File: config.mk
export PLATFORM = sky130hd
export DESIGN_NAME = complex_matmul_ctrl
export DESIGN_NICKNAME = d
export VERILOG_FILES = /design/src/rtl/cmatmul_pkg.sv /design/src/rtl/cmplx_mul.sv /design/src/rtl/complex_matmul_ctrl.sv
export SDC_FILE = /design/constraint.sdc
export NUM_CORES = 1
export LEC_CHECK = 0
export ABC_CLOCK_PERIOD_IN_PS = 11500
export CELL_PAD_IN_SITES_DETAIL_PLACEMENT = 1
export CELL_PAD_IN_SITES_GLOBAL_PLACEMENT = 1
export CORE_UTILIZATION = 35
export CTS_BUF_LIST = sky130_fd_sc_hd__clkbuf_8
export CTS_CLUSTER_SIZE = 16
export DETAILED_ROUTE_END_ITERATION = 7
export PLACE_DENSITY_LB_ADDON = 0.1
export SLEW_MARGIN = 25
export SYNTH_ARGS = -nofsm -noshare
export SYNTH_HDL_FRONTEND = slang
export SYNTH_SLANG_ARGS = --single-unit
File: constraint.sdc
create_clock -name clk -period 11.5 [get_ports clk]
set_input_delay 2.3 -clock clk [delete_from_list [all_inputs] [get_ports clk]]
set_output_delay 2.3 -clock clk [all_outputs]
set_load 0.02 [all_outputs]
File: src/rtl/cmatmul_pkg.sv
// Shared definitions for the 2x2 complex matrix multiply controller:
// default widths, FSM state encoding and buffer sizes.
package cmatmul_pkg;

   localparam int DW_DEF     = 8;
   localparam int OW_DEF     = 2 * DW_DEF + 2;
   localparam int N_OPERANDS = 8;
   localparam int N_RESULTS  = 4;

   typedef enum logic [1:0] {
      LOAD    = 2'd0,
      COMPUTE = 2'd1,
      OUTPUT  = 2'd2
   } state_t;

endpackage

File: src/rtl/cmplx_mul.sv
// Combinational signed complex multiplier; each result component is one bit
// wider than a raw product so the sum/difference of two products cannot wrap.
module cmplx_mul
   import cmatmul_pkg::*;
#(
   parameter int DW = DW_DEF
) (
   input  logic signed [DW-1:0] a_real,
   input  logic signed [DW-1:0] a_imag,
   input  logic signed [DW-1:0] b_real,
   input  logic signed [DW-1:0] b_imag,
   output logic signed [2*DW:0] p_real,
   output logic signed [2*DW:0] p_imag
);

   logic signed [2*DW-1:0] rr_s;
   logic signed [2*DW-1:0] ii_s;
   logic signed [2*DW-1:0] ri_s;
   logic signed [2*DW-1:0] ir_s;

   assign rr_s = a_real * b_real;
   assign ii_s = a_imag * b_imag;
   assign ri_s = a_real * b_imag;
   assign ir_s = a_imag * b_real;

   assign p_real = {rr_s[2*DW-1], rr_s} - {ii_s[2*DW-1], ii_s};
   assign p_imag = {ri_s[2*DW-1], ri_s} + {ir_s[2*DW-1], ir_s};

endmodule

File: src/rtl/complex_matmul_ctrl.sv
// 2x2 complex matrix multiply C = A x B: streams in 8 operands, runs 8
// multiply/accumulate steps on one shared multiplier, streams out 4 results.
module complex_matmul_ctrl
   import cmatmul_pkg::*;
#(
   parameter int DW = DW_DEF,
   parameter int OW = 2 * DW + 2
) (
   input  logic                 clk,
   input  logic                 rst_n,
   input  logic                 in_valid,
   output logic                 in_ready,
   input  logic signed [DW-1:0] in_real,
   input  logic signed [DW-1:0] in_imag,
   output logic                 out_valid,
   input  logic                 out_ready,
   output logic signed [OW-1:0] out_real,
   output logic signed [OW-1:0] out_imag,
   output logic                 busy
);

   localparam int PW = 2 * DW + 1;

   state_t               state_r;
   logic [2:0]           load_cnt_r;
   logic [2:0]           step_r;
   logic [1:0]           out_cnt_r;
   logic signed [DW-1:0] op_re_r [N_OPERANDS];
   logic signed [DW-1:0] op_im_r [N_OPERANDS];
   logic signed [OW-1:0] c_re_r  [N_RESULTS];
   logic signed [OW-1:0] c_im_r  [N_RESULTS];
   logic signed [OW-1:0] acc_re_r;
   logic signed [OW-1:0] acc_im_r;
   logic                 in_ready_r;
   logic                 out_valid_r;
   logic                 busy_r;
   logic signed [OW-1:0] out_real_r;
   logic signed [OW-1:0] out_imag_r;

   logic [2:0]           a_idx_s;
   logic [2:0]           b_idx_s;
   logic [1:0]           elem_s;
   logic [1:0]           out_nxt_s;
   logic signed [PW-1:0] mul_re_s;
   logic signed [PW-1:0] mul_im_s;
   logic signed [OW-1:0] prod_re_s;
   logic signed [OW-1:0] prod_im_s;
   logic signed [OW-1:0] sum_re_s;
   logic signed [OW-1:0] sum_im_s;

   // Step k selects element e=k[2:1] (row k[2], col k[1]) and term t=k[0]:
   // A lives in slots 0..3 as {i,t}, B in slots 4..7 as {t,j}.
   assign elem_s    = step_r[2:1];
   assign a_idx_s   = {1'b0, step_r[2], step_r[0]};
   assign b_idx_s   = {1'b1, step_r[0], step_r[1]};
   assign out_nxt_s = out_cnt_r + 2'd1;

   cmplx_mul #(.DW(DW)) u_mul (
      .a_real (op_re_r[a_idx_s]),
      .a_imag (op_im_r[a_idx_s]),
      .b_real (op_re_r[b_idx_s]),
      .b_imag (op_im_r[b_idx_s]),
      .p_real (mul_re_s),
      .p_imag (mul_im_s)
   );

   assign prod_re_s = {{(OW-PW){mul_re_s[PW-1]}}, mul_re_s};
   assign prod_im_s = {{(OW-PW){mul_im_s[PW-1]}}, mul_im_s};
   assign sum_re_s  = acc_re_r + prod_re_s;
   assign sum_im_s  = acc_im_r + prod_im_s;

   // FSM, buffers, counters and registered handshake/data outputs.
   always_ff @(posedge clk or negedge rst_n) begin
      if (!rst_n) begin
         state_r     <= LOAD;
         load_cnt_r  <= 3'd0;
         step_r      <= 3'd0;
         out_cnt_r   <= 2'd0;
         acc_re_r    <= '0;
         acc_im_r    <= '0;
         in_ready_r  <= 1'b0;
         out_valid_r <= 1'b0;
         busy_r      <= 1'b0;
         out_real_r  <= '0;
         out_imag_r  <= '0;
         for (int n = 0; n < N_OPERANDS; n++) begin
            op_re_r[n] <= '0;
            op_im_r[n] <= '0;
         end
         for (int n = 0; n < N_RESULTS; n++) begin
            c_re_r[n] <= '0;
            c_im_r[n] <= '0;
         end
      end else begin
         case (state_r)
            LOAD: begin
               in_ready_r <= 1'b1;
               if (in_valid && in_ready_r) begin
                  op_re_r[load_cnt_r] <= in_real;
                  op_im_r[load_cnt_r] <= in_imag;
                  if (load_cnt_r == 3'(N_OPERANDS - 1)) begin
                     load_cnt_r <= 3'd0;
                     step_r     <= 3'd0;
                     state_r    <= COMPUTE;
                     in_ready_r <= 1'b0;
                     busy_r     <= 1'b1;
                  end else begin
                     load_cnt_r <= load_cnt_r + 3'd1;
                  end
               end
            end
            COMPUTE: begin
               step_r <= step_r + 3'd1;
               if (!step_r[0]) begin
                  acc_re_r <= prod_re_s;
                  acc_im_r <= prod_im_s;
               end else begin
                  acc_re_r       <= sum_re_s;
                  acc_im_r       <= sum_im_s;
                  c_re_r[elem_s] <= sum_re_s;
                  c_im_r[elem_s] <= sum_im_s;
               end
               if (step_r == 3'd7) begin
                  state_r     <= OUTPUT;
                  out_cnt_r   <= 2'd0;
                  out_valid_r <= 1'b1;
                  out_real_r  <= c_re_r[0];
                  out_imag_r  <= c_im_r[0];
               end
            end
            OUTPUT: begin
               if (out_ready) begin
                  if (out_cnt_r == 2'(N_RESULTS - 1)) begin
                     state_r     <= LOAD;
                     out_cnt_r   <= 2'd0;
                     out_valid_r <= 1'b0;
                     out_real_r  <= '0;
                     out_imag_r  <= '0;
                     busy_r      <= 1'b0;
                     in_ready_r  <= 1'b1;
                  end else begin
                     out_cnt_r  <= out_nxt_s;
                     out_real_r <= c_re_r[out_nxt_s];
                     out_imag_r <= c_im_r[out_nxt_s];
                  end
               end
            end
            default: begin
               state_r     <= LOAD;
               in_ready_r  <= 1'b0;
               out_valid_r <= 1'b0;
               busy_r      <= 1'b0;
               out_real_r  <= '0;
               out_imag_r  <= '0;
            end
         endcase
      end
   end

   assign in_ready  = in_ready_r;
   assign out_valid = out_valid_r;
   assign out_real  = out_real_r;
   assign out_imag  = out_imag_r;
   assign busy      = busy_r;

endmodule

==> results of run 1 <==
-- worst max path at each step --
stage	to	depth (start not counted)
floorplan	c_im_r[35]$_DFFE_PN0P_	32
global placement	c_re_r[53]$_DFFE_PN0P_	28
detailed placement	c_re_r[17]$_DFFE_PN0P_	28
CTS	c_re_r[17]$_DFFE_PN0P_	28
global route	c_re_r[53]$_DFFE_PN0P_	27
finish	c_re_r[17]$_DFFE_PN0P_	28
-- cells in the final DEF (no fill, tap or decap), types with 13 or more instances in the layout --
master,count
nand2_1,317
mux2_2,177
dfrtp_1,353
o21ai_0,190
a22oi_1,37
nor3_1,15
mux4_2,38
ha_1,151
xor2_1,23
a21o_1,20
clkdlybuf4s50_1,57
mux2i_1,37
or2_2,13
xnor2_1,59
buf_4,48
fa_1,281
nor2_1,226
inv_1,386
a21oi_1,77
clkbuf_8,79
o21ai_1,35
o21a_1,34
-- routing by layer --
metal  global-route usage  routed length, um  vias up
met2                0.369              40100      234
met1                0.275              36100    10155
met3               0.0244               2010       97
met4               0.0399               1080        2
met5                    0                 12        -
li1                     -                  -     8938
-- cell type report --
type,instances,area share
Inverter,359,0.0437
Sequential cell,357,0.290
Multi-Input combinational cell,1863,0.547
Clock buffer,79,0.0352
Tap cell,1040,0.0422
Clock inverter,43,0.00929
Timing Repair Buffer,109,0.0326
Antenna cell,1,0.0000811
-- cells by family (layout without fill, tap and decap cells) --
group | after synthesis | in the layout | synth area share
and+or+nand+nor | 635 | 635 | 0.0935
buffers and inverters | 474 | 590 | 0.0653
AOI/OAI and AO/OA | 456 | 456 | 0.0978
adders and majority gates | 434 | 434 | 0.274
DFF | 357 | 357 | 0.324
muxes | 254 | 254 | 0.118
xor gates and xnor gates | 84 | 84 | 0.0277
other | 0 | 1 | 0
-- stage by stage --
step           setup WS [ns]  utilization  std cells  hold slack [ns]
2_1_floorplan           3.19            -       2694            0.445
3_3_place_gp            2.59        0.379       3727            0.456
3_5_place_dp            2.31        0.379       3727            0.470
4_1_cts                 2.22        0.397       3849            0.483
5_1_grt                 1.75        0.397       3851            0.502
6_report                2.27        0.397       3851            0.476
-- worst max-delay path, delay by kind of cell, from the launching register on --
family          cells  cell delay, ns
fa+ha+maj           8            3.69
mux                 1            0.39
flops               1            0.69
simple gates        4            0.52
xor+xnor            3            0.68
compound gates      7            2.43
buf+inv             5            0.59
-- sequential cells by signal, indices dropped and copies added (netlist names) --
register,cells
in_ready,1
busy,1
out_imag,18
op_re_r,64
out_valid,1
step_r,3
c_im_r,72
acc_im_r,18
acc_re_r,18
c_re_r,72
out_real,18
op_im_r,64
load_cnt_r,3
out_cnt_r,2
state_r,2
==> reports/qor.csv, run 1 <==
stage,metric,value,unit
min_path,Hold Crit Class,reg2reg,
sta,Slew Limit Fails,0,
logic_synthesis,Yosys top cell area share,0.324,
finish,Fillers,8654,
logic_synthesis,Syn Nets,3148,
floorplanning,die height,283,um
finish,Multi-input gate area,16900,um^2
route,drc violations,0,
global_route,first-pass GRT wire length,128000,um
clock_network,Inserted Clock Buffers,69,
critical_path,critical setup path kind,reg2reg,
clock_network,post-CTS resize count,0,
min_path,WHS Path Cells,2,
clock_network,root buf cell,clkbuf_8,
critical_path,FF-to-FF End,c_re_r[17]$_DFFE_PN0P_,
clock_network,clock sinks,357,
critical_path,Critical Path AT,9.71,ns
floorplanning,# rows,102,
logic_synthesis,"Avg Cell Area, Syn",10.2,um^2
logic_synthesis,synth warn,0,
clock_network,clock-pin slew on the worst setup and hold paths,0.06,ns
floorplanning,die width,283,um
route,DR pass1 iterations,4,
sta,min Tclk post-route,9.23,ns
sta,setup tns final,0,ns
critical_path,reg2reg setup slack,2.27,ns
sta,RSZ-0062 raised after global routing,no,
critical_path,"Top cell by count, worst path",fa_1,
global_route,gr usage total,0.209,
finish,"Area growth, synth to finish",12.0,%
critical_path,Worst setup EP type,flip-flop,
floorplanning,starting density of the core,0.355,
clock_network,hold buffer count at CTS,0,
floorplanning,die area,79800,um^2
clock_network,H-tree depth,3,
job,Max-Cap Viols,0,
sta,final-report hold violation count,0,
logic_synthesis,Netlist Area Pre-Place,27600,um^2
logic_synthesis,"Seq/Total Area, Yosys",0.324,
logic_synthesis,cells after synthesis,2694,
critical_path,reg-to-reg startpoint,step_r[1]$_DFFE_PN0P_,
placement,placed inst area,29400,um^2
global_route,antenna violations before repair,3,
finish,Reg area,8940,um^2
route,initial DRC count,824,
critical_path,Critical Path RT,11.98,ns
clock_network,post-CTS setup buffers,0,
clock_network,CTS max path bufs,3,
route,drt wl/cell,20.6,um
global_route,total gr overflow,0,
logic_synthesis,ranking of synthesized cells by area,"dfrtp_1 (32%), fa_1 (20%), mux2_2 (7.2%), ha_1 (6.9%), inv_1 (4.9%)",
logic_synthesis,Post-synth ARST share,1.00,
route,via/cell ratio,5.04,
min_path,Min-Delay Endpoint,out_real[16]$_DFFE_PN0P_,
logic_synthesis,Synth area leader,dfrtp_1,
min_path,Hold Crit Start,out_real[16]$_DFFE_PN0P_,
finish,Final Net Count,3213,
sta,final period utilization,0.802,
placement,Port Buffer Count,58,
critical_path,Worst Setup SP,step_r[1]$_DFFE_PN0P_,
global_route,vias in the first global route,21857,
sta,Worst Max-Slew Pin Slew,1.04,ns
logic_synthesis,Most used DFF post-synth,dfrtp_1,
critical_path,"Largest stage delay, worst path",0.80,ns
logic_synthesis,most numerous cell in the Yosys netlist,inv_1,
logic_synthesis,Post-synth top cells,"inv_1 (358), dfrtp_1 (357), nand2_1 (319), fa_1 (281), nor2_1 (228)",
placement,routability cong.,0.889,
critical_path,Worst setup SP type,flip-flop,
floorplanning,num ports,59,
sta,Max Clk Rate,108,MHz
critical_path,"Max FO, Critical Path",19,
sta,clock skew,0.0635,ns
critical_path,r2r worst-path depth,28,
placement,hpwl dp,57900,um
critical_path,Worst path slowest cell,o21ai_1,
route,Routed Antenna Nets,0,
route,Total Wirelength,79300,um
finish,"Design Area, Final",30900,um^2
logic_synthesis,Yosys reg bits,357,
logic_synthesis,Post-synth EDFFs,0,
clock_network,CTS tree,built,
finish,layout cell share with drive strength beyond 1,0.142,
floorplanning,core region area,77700,um^2
status,status,"finished, final reports clean",
sta,Final setup viols,0,
global_route,largest net degree at the start of global routing,169,
route,via count,19426,
clock_network,"Clk Latency, worst-skew pair",0.68,ns
sta,Slew Limit Headroom,0.305,
logic_synthesis,post-synth cell types,62,
Power of run 1 is not shown: default switching activity piles up to over one toggle a cycle in this logic, so the estimate is an artifact.
==> inputs of run 2 (changes only) <==
--- a/config.mk
+++ b/config.mk
@@ -5,7 +5,7 @@
 export SDC_FILE = /design/constraint.sdc
 export NUM_CORES = 1
 export LEC_CHECK = 0
-export ABC_CLOCK_PERIOD_IN_PS = 11500
+export ABC_CLOCK_PERIOD_IN_PS = 8500
 export CELL_PAD_IN_SITES_DETAIL_PLACEMENT = 1
 export CELL_PAD_IN_SITES_GLOBAL_PLACEMENT = 1
 export CORE_UTILIZATION = 35
==> constraint.sdc (replaced) <==
create_clock -name clk -period 8.5 [get_ports clk]
set_input_delay 1.7 -clock clk [delete_from_list [all_inputs] [get_ports clk]]
set_output_delay 1.7 -clock clk [all_outputs]
set_load 0.02 [all_outputs]
==> run 2 against run 1 <==
  * Hold slack got worse by 0.0010 ns
  * Non-clock buffer count increased by 45
  * Via count rose by 1.5%
  * Register-to-register slack got worse by 1.9 ns
  * Fmax rose by 13%
  * Clock skew is 0.0041 ns lower
  * First-iteration DRC count rose by 10%
  * Wire length rose by 2.2%
  * Sequential cell count unchanged
  * Global-route usage up 0.48 points
==> reports/qor.csv, run 2 (synthesis results as in run 1) <==
stage,metric,value,unit
status,status,"finished, final reports clean",
finish,Final Net Count,3261,
sta,Slew Limit Fails,0,
placement,placed inst area,29900,um^2
route,via count,19726,
sta,Max Clk Rate,123,MHz
placement,Port Buffer Count,58,
clock_network,clock-pin slew on the worst setup and hold paths,0.06,ns
finish,Largest regs,"c_im_r x72, c_re_r x72",
global_route,antenna violations before repair,1,
critical_path,critical setup path kind,reg2reg,
finish,"commonest non-fill, non-tap cell in the layout",inv_1,
finish,"commonest non-fill, non-tap cells in the layout","inv_1 (370), dfrtp_1 (353), nand2_1 (317), fa_1 (281), nor2_1 (227)",
floorplanning,die area,79800,um^2
sta,setup tns final,0,ns
global_route,largest net degree at the start of global routing,152,
floorplanning,num ports,59,
floorplanning,starting density of the core,0.355,
sta,final period utilization,0.956,
min_path,Hold Crit Class,reg2reg,
critical_path,"Largest stage delay, worst path",0.61,ns
clock_network,CTS max path bufs,3,
critical_path,Critical Path AT,8.65,ns
placement,hpwl dp,60400,um
critical_path,"Top cell by count, worst path",inv_1,
job,Max-Cap Viols,0,
critical_path,reg2reg setup slack,0.37,ns
route,Total Wirelength,81100,um
min_path,Min-Delay Endpoint,c_re_r[34]$_DFFE_PN0P_,
min_path,WHS Path Cells,2,
critical_path,reg-to-reg startpoint,step_r[2]$_DFFE_PN0P_,
sta,RSZ-0062 raised after global routing,no,
global_route,vias in the first global route,22327,
clock_network,post-CTS setup buffers,0,
critical_path,r2r worst-path depth,30,
sta,final-report hold violation count,0,
clock_network,root buf cell,clkbuf_8,
sta,clock skew,0.0594,ns
critical_path,"Max FO, Critical Path",26,
critical_path,Worst setup SP type,flip-flop,
route,initial DRC count,907,
placement,routability cong.,0.884,
route,DR pass1 iterations,5,
floorplanning,die width,283,um
critical_path,FF-to-FF End,c_re_r[35]$_DFFE_PN0P_,
global_route,total gr overflow,0,
floorplanning,# rows,102,
floorplanning,die height,283,um
sta,Final setup viols,0,
route,drc violations,0,
clock_network,Inserted Clock Buffers,72,
global_route,gr usage total,0.214,
floorplanning,core region area,77700,um^2
global_route,first-pass GRT wire length,130000,um
finish,layout cell share with drive strength beyond 1,0.165,
route,via/cell ratio,5.06,
clock_network,H-tree depth,3,
route,Routed Antenna Nets,0,
sta,min Tclk post-route,8.13,ns
clock_network,"Clk Latency, worst-skew pair",0.70,ns
critical_path,Worst path slowest cell,fa_1,
clock_network,CTS tree,built,
sta,Worst Max-Slew Pin Slew,0.928,ns
clock_network,clock sinks,357,
finish,"Area growth, synth to finish",14.3,%
min_path,Hold Crit Start,c_re_r[34]$_DFFE_PN0P_,
finish,"Design Area, Final",31500,um^2
critical_path,Critical Path RT,9.02,ns
sta,Slew Limit Headroom,0.381,
critical_path,Worst setup EP type,flip-flop,
route,drt wl/cell,20.8,um
## run 2: changes by cell type in the layout (fill, tap and decap cells not counted), moves of 3 or more
cell      delta
buf_12       +8
buf_4       +39
clkinv_2     +3
xnor2_1      -4
inv_1       -16
clkbuf_8    +14
xnor2_2      +4
## run 2: cell type report
cell class,instances,area (um^2)
diodes,1,2.50
clock buffers,93,1280
clock inverters,33,273
fillers,8618,46200
inverters,359,1350
multi-input cells,1863,16900
flip-flops and latches,357,8940
well taps,1040,1300
repair buffers,154,1420
## run 2: worst max-delay path: cells and delay by family (launching register included)
kind / cells / cell delay (ns)
adder cells (fa/ha/maj): 8 / 3.78
AO/OA/AOI/OAI: 6 / 1.42
buffers and inverters: 9 / 0.94
XOR/XNOR: 3 / 0.74
flip-flops: 1 / 0.38
multiplexers: 1 / 0.38
AND/OR/NAND/NOR: 3 / 0.29
## run 2: what timing repair did
action | in CTS | in global routing
hold buffers | 0 | 0
resized for setup | 0 | 9
setup endpoints to repair | 0 | 14
## run 2: worst max path at each step
stage	start	endpoint	slack, ns	cells past startpoint
after floorplan	step_r[1]$_DFFE_PN0P_	c_im_r[35]$_DFFE_PN0P_	0.19	32
after global placement	step_r[2]$_DFFE_PN0P_	c_re_r[53]$_DFFE_PN0P_	0.38	30
after detailed placement	step_r[1]$_DFFE_PN0P_	c_im_r[53]$_DFFE_PN0P_	0.24	27
after CTS	step_r[2]$_DFFE_PN0P_	c_re_r[35]$_DFFE_PN0P_	0.27	30
after global routing	step_r[2]$_DFFE_PN0P_	acc_im_r[16]$_DFFE_PN0P_	0.02	31
final	step_r[2]$_DFFE_PN0P_	c_re_r[35]$_DFFE_PN0P_	0.37	30
## run 2: layer usage
metal / GRT usage / wire length, um / vias to the layer above / share of wire
li1: - / - / 9034 / -
met2: 0.368 / 39800 / 316 / 0.49
met4: 0.0628 / 2220 / 0 / 0.027
met3: 0.0286 / 2660 / 121 / 0.033
met1: 0.279 / 36400 / 10255 / 0.45
met5: 0 / 0 / - / 0
## run 2: per-stage QoR
| step | worst slack, ns | util | hold slack (ns) | instances |
|---|---|---|---|---|
| 2_1_floorplan | 0.190 | - | 0.445 | 2694 |
| 3_3_place_gp | 0.385 | 0.384 | 0.456 | 3773 |
| 3_5_place_dp | 0.235 | 0.384 | 0.466 | 3773 |
| 4_1_cts | 0.272 | 0.404 | 0.480 | 3899 |
| 5_1_grt | 0.0226 | 0.405 | 0.491 | 3900 |
| 6_report | 0.371 | 0.405 | 0.474 | 3900 |
Power of run 2 is left out for the same reason.
==> RTL change, RTL diff (flow settings as in run 1) <==
Set the package constant `N_RESULTS` to 8 (it was 4).
--- a/src/rtl/cmatmul_pkg.sv
+++ b/src/rtl/cmatmul_pkg.sv
@@ -5,7 +5,7 @@
    localparam int DW_DEF     = 8;
    localparam int OW_DEF     = 2 * DW_DEF + 2;
    localparam int N_OPERANDS = 8;
-   localparam int N_RESULTS  = 4;
+   localparam int N_RESULTS  = 8;
 
    typedef enum logic [1:0] {
       LOAD    = 2'd0,
Formal check against the unedited RTL: no difference found for any inputs over 4 cycles, from zero or initial values and one cycle with rst_n low; that may be too few to reach the edited logic, so the function may still have changed.
==> RTL change against run 1 <==
  * Final area down 0.11%
  * Critical path depth is the same
  * Sequential cell count stayed put
  * Die area decreased by 0.12%
  * Non-clock buffer count decreased by 2
  * Cell count down 0.42%
  * Worst setup slack improved by 26 ps
  * Routed wire length rose by 1.2%
  * Synthesized cell count shrank 0.52%
  * Area after synthesis down 0.12%
  * Largest cell class unchanged
Power is not shown: default switching activity piles up to over one toggle a cycle in this logic, so the estimate is an artifact.
==> RTL change: results (changes against run 1) <==
* FF-to-FF End: acc_re_r[13]
* Outcome: complete, no violations
* Initial DRC Count at 832 (+0.97%)
* Ys flop type: dfrtp_1
* Sequential area share after synthesis at 32.5% (+0.038 points)
* Multi-input gates at 1854 (-0.48%)
* Sequential share of cell area at 29.0% (+0.041 points)
* Non-Clock Inverter Count at 355 (-1.1%)
* EDFF count, synth at 0 (unchanged)
* Final worst slack at 2300 ps (+25.7 ps)
* Final Skew at 47.4 ps (-16.1 ps)
* Hold endpoint: c_re_r[110]
* Commonest cells post-synth: 357 x dfrtp_1, 354 x inv_1, 315 x nand2_1
* Slowest Stage Delay on Critical Path at around 810 ps
* Area of the multi-input gates at 16900 µm² (-0.16%)
* Antenna violations before repair at 1 (-2)
* Buffer share of cell area at 3.15% (-0.10 points)
* Post-CTS Resized at 0 (unchanged)
* Non-clock buffers at 107 (-1.8%)
* Detailed Routing Iterations Pass 1 at 4 (unchanged)
* Vias per std cell at 5.10 (+1.0%)
* Synth top area cells: dfrtp_1 32%, fa_1 20%, mux2_2 7.1%, ha_1 7.0%, inv_1 4.8%
* Vias in the first global route at 21900 (+0.36%)
* Critical path class: flop to flop
* Root Buffer Master: clkbuf_8
* WL final at 80.3 mm (+1.2%)
* CTS H-tree depth at 3 (unchanged)
* Layout cells sized above 1 at 14.1% (-0.097 points)
* GRT Util Overall at 21.2% (+0.28 points)
* Clkbuf count at 87 (+10%)
* Syn nets at 3134 (-0.44%)
* Nets at 3198 (-0.47%)
* DP Wirelength at 57.6 mm (-0.56%)
* CP arrival at 9700 ps (about the same)
* CP top delay family: adder cells
* Netlist cell types at 63 (+1.6%)
* Placer Congestion at 0.835 (-6.2%)
* First-pass GRT wire length at 128 mm (about the same)
* Async SR Flop Fraction at 100% (unchanged)
* Largest net degree at the start of global routing at 84 (-50%)
* ClkCell Share at 4.57% (+0.12 points)
* Post-Place Worst Slack at 2310 ps (-1.18 ps)
* Hold Startpoint: c_re_r[110]
* R2r worst-path depth at 28 (unchanged)
* Fill cell count at 8737 (+0.96%)
* Ant diodes at 1 (unchanged)
* Slew HR at 29.9% (-0.62 points)
* Critical Path Fanout Max at 22 (+3)
-- RTL change: kinds of logic (layout without fill, tap and decap cells) --
group                    after synthesis  in the layout  synth area share (%)
AO/OA/AOI/OAI                        466            466                  10.1
XOR/XNOR                              81             81                  2.66
adder cells (fa/ha/maj)              434            434                  27.4
buffers and inverters                469            583                  6.46
flip-flops                           357            357                  32.5
multiplexers                         254            254                  11.8
other                                  0              1                     0
AND/OR/NAND/NOR                      619            619                  9.12
-- RTL change: routing by layer --
metal  GRT usage [%]  vias up  share of wire [%]
met2            36.3      282                 49
met5               0        -                  0
met1            27.9    10200                 45
met4            5.68        0                2.3
li1                -     8911                  -
met3            2.97      115                3.1
-- RTL change: metrics by stage --
step / cell area (µm²) / hold WS, ps / std cells
floorplan: 27500 / 445 / 2680
finish: 30800 / 476 / 3835
global placement: 29400 / 455 / 3711
detailed placement: 29400 / 466 / 3712
global route: 30800 / 500 / 3835
CTS: 30800 / 480 / 3833
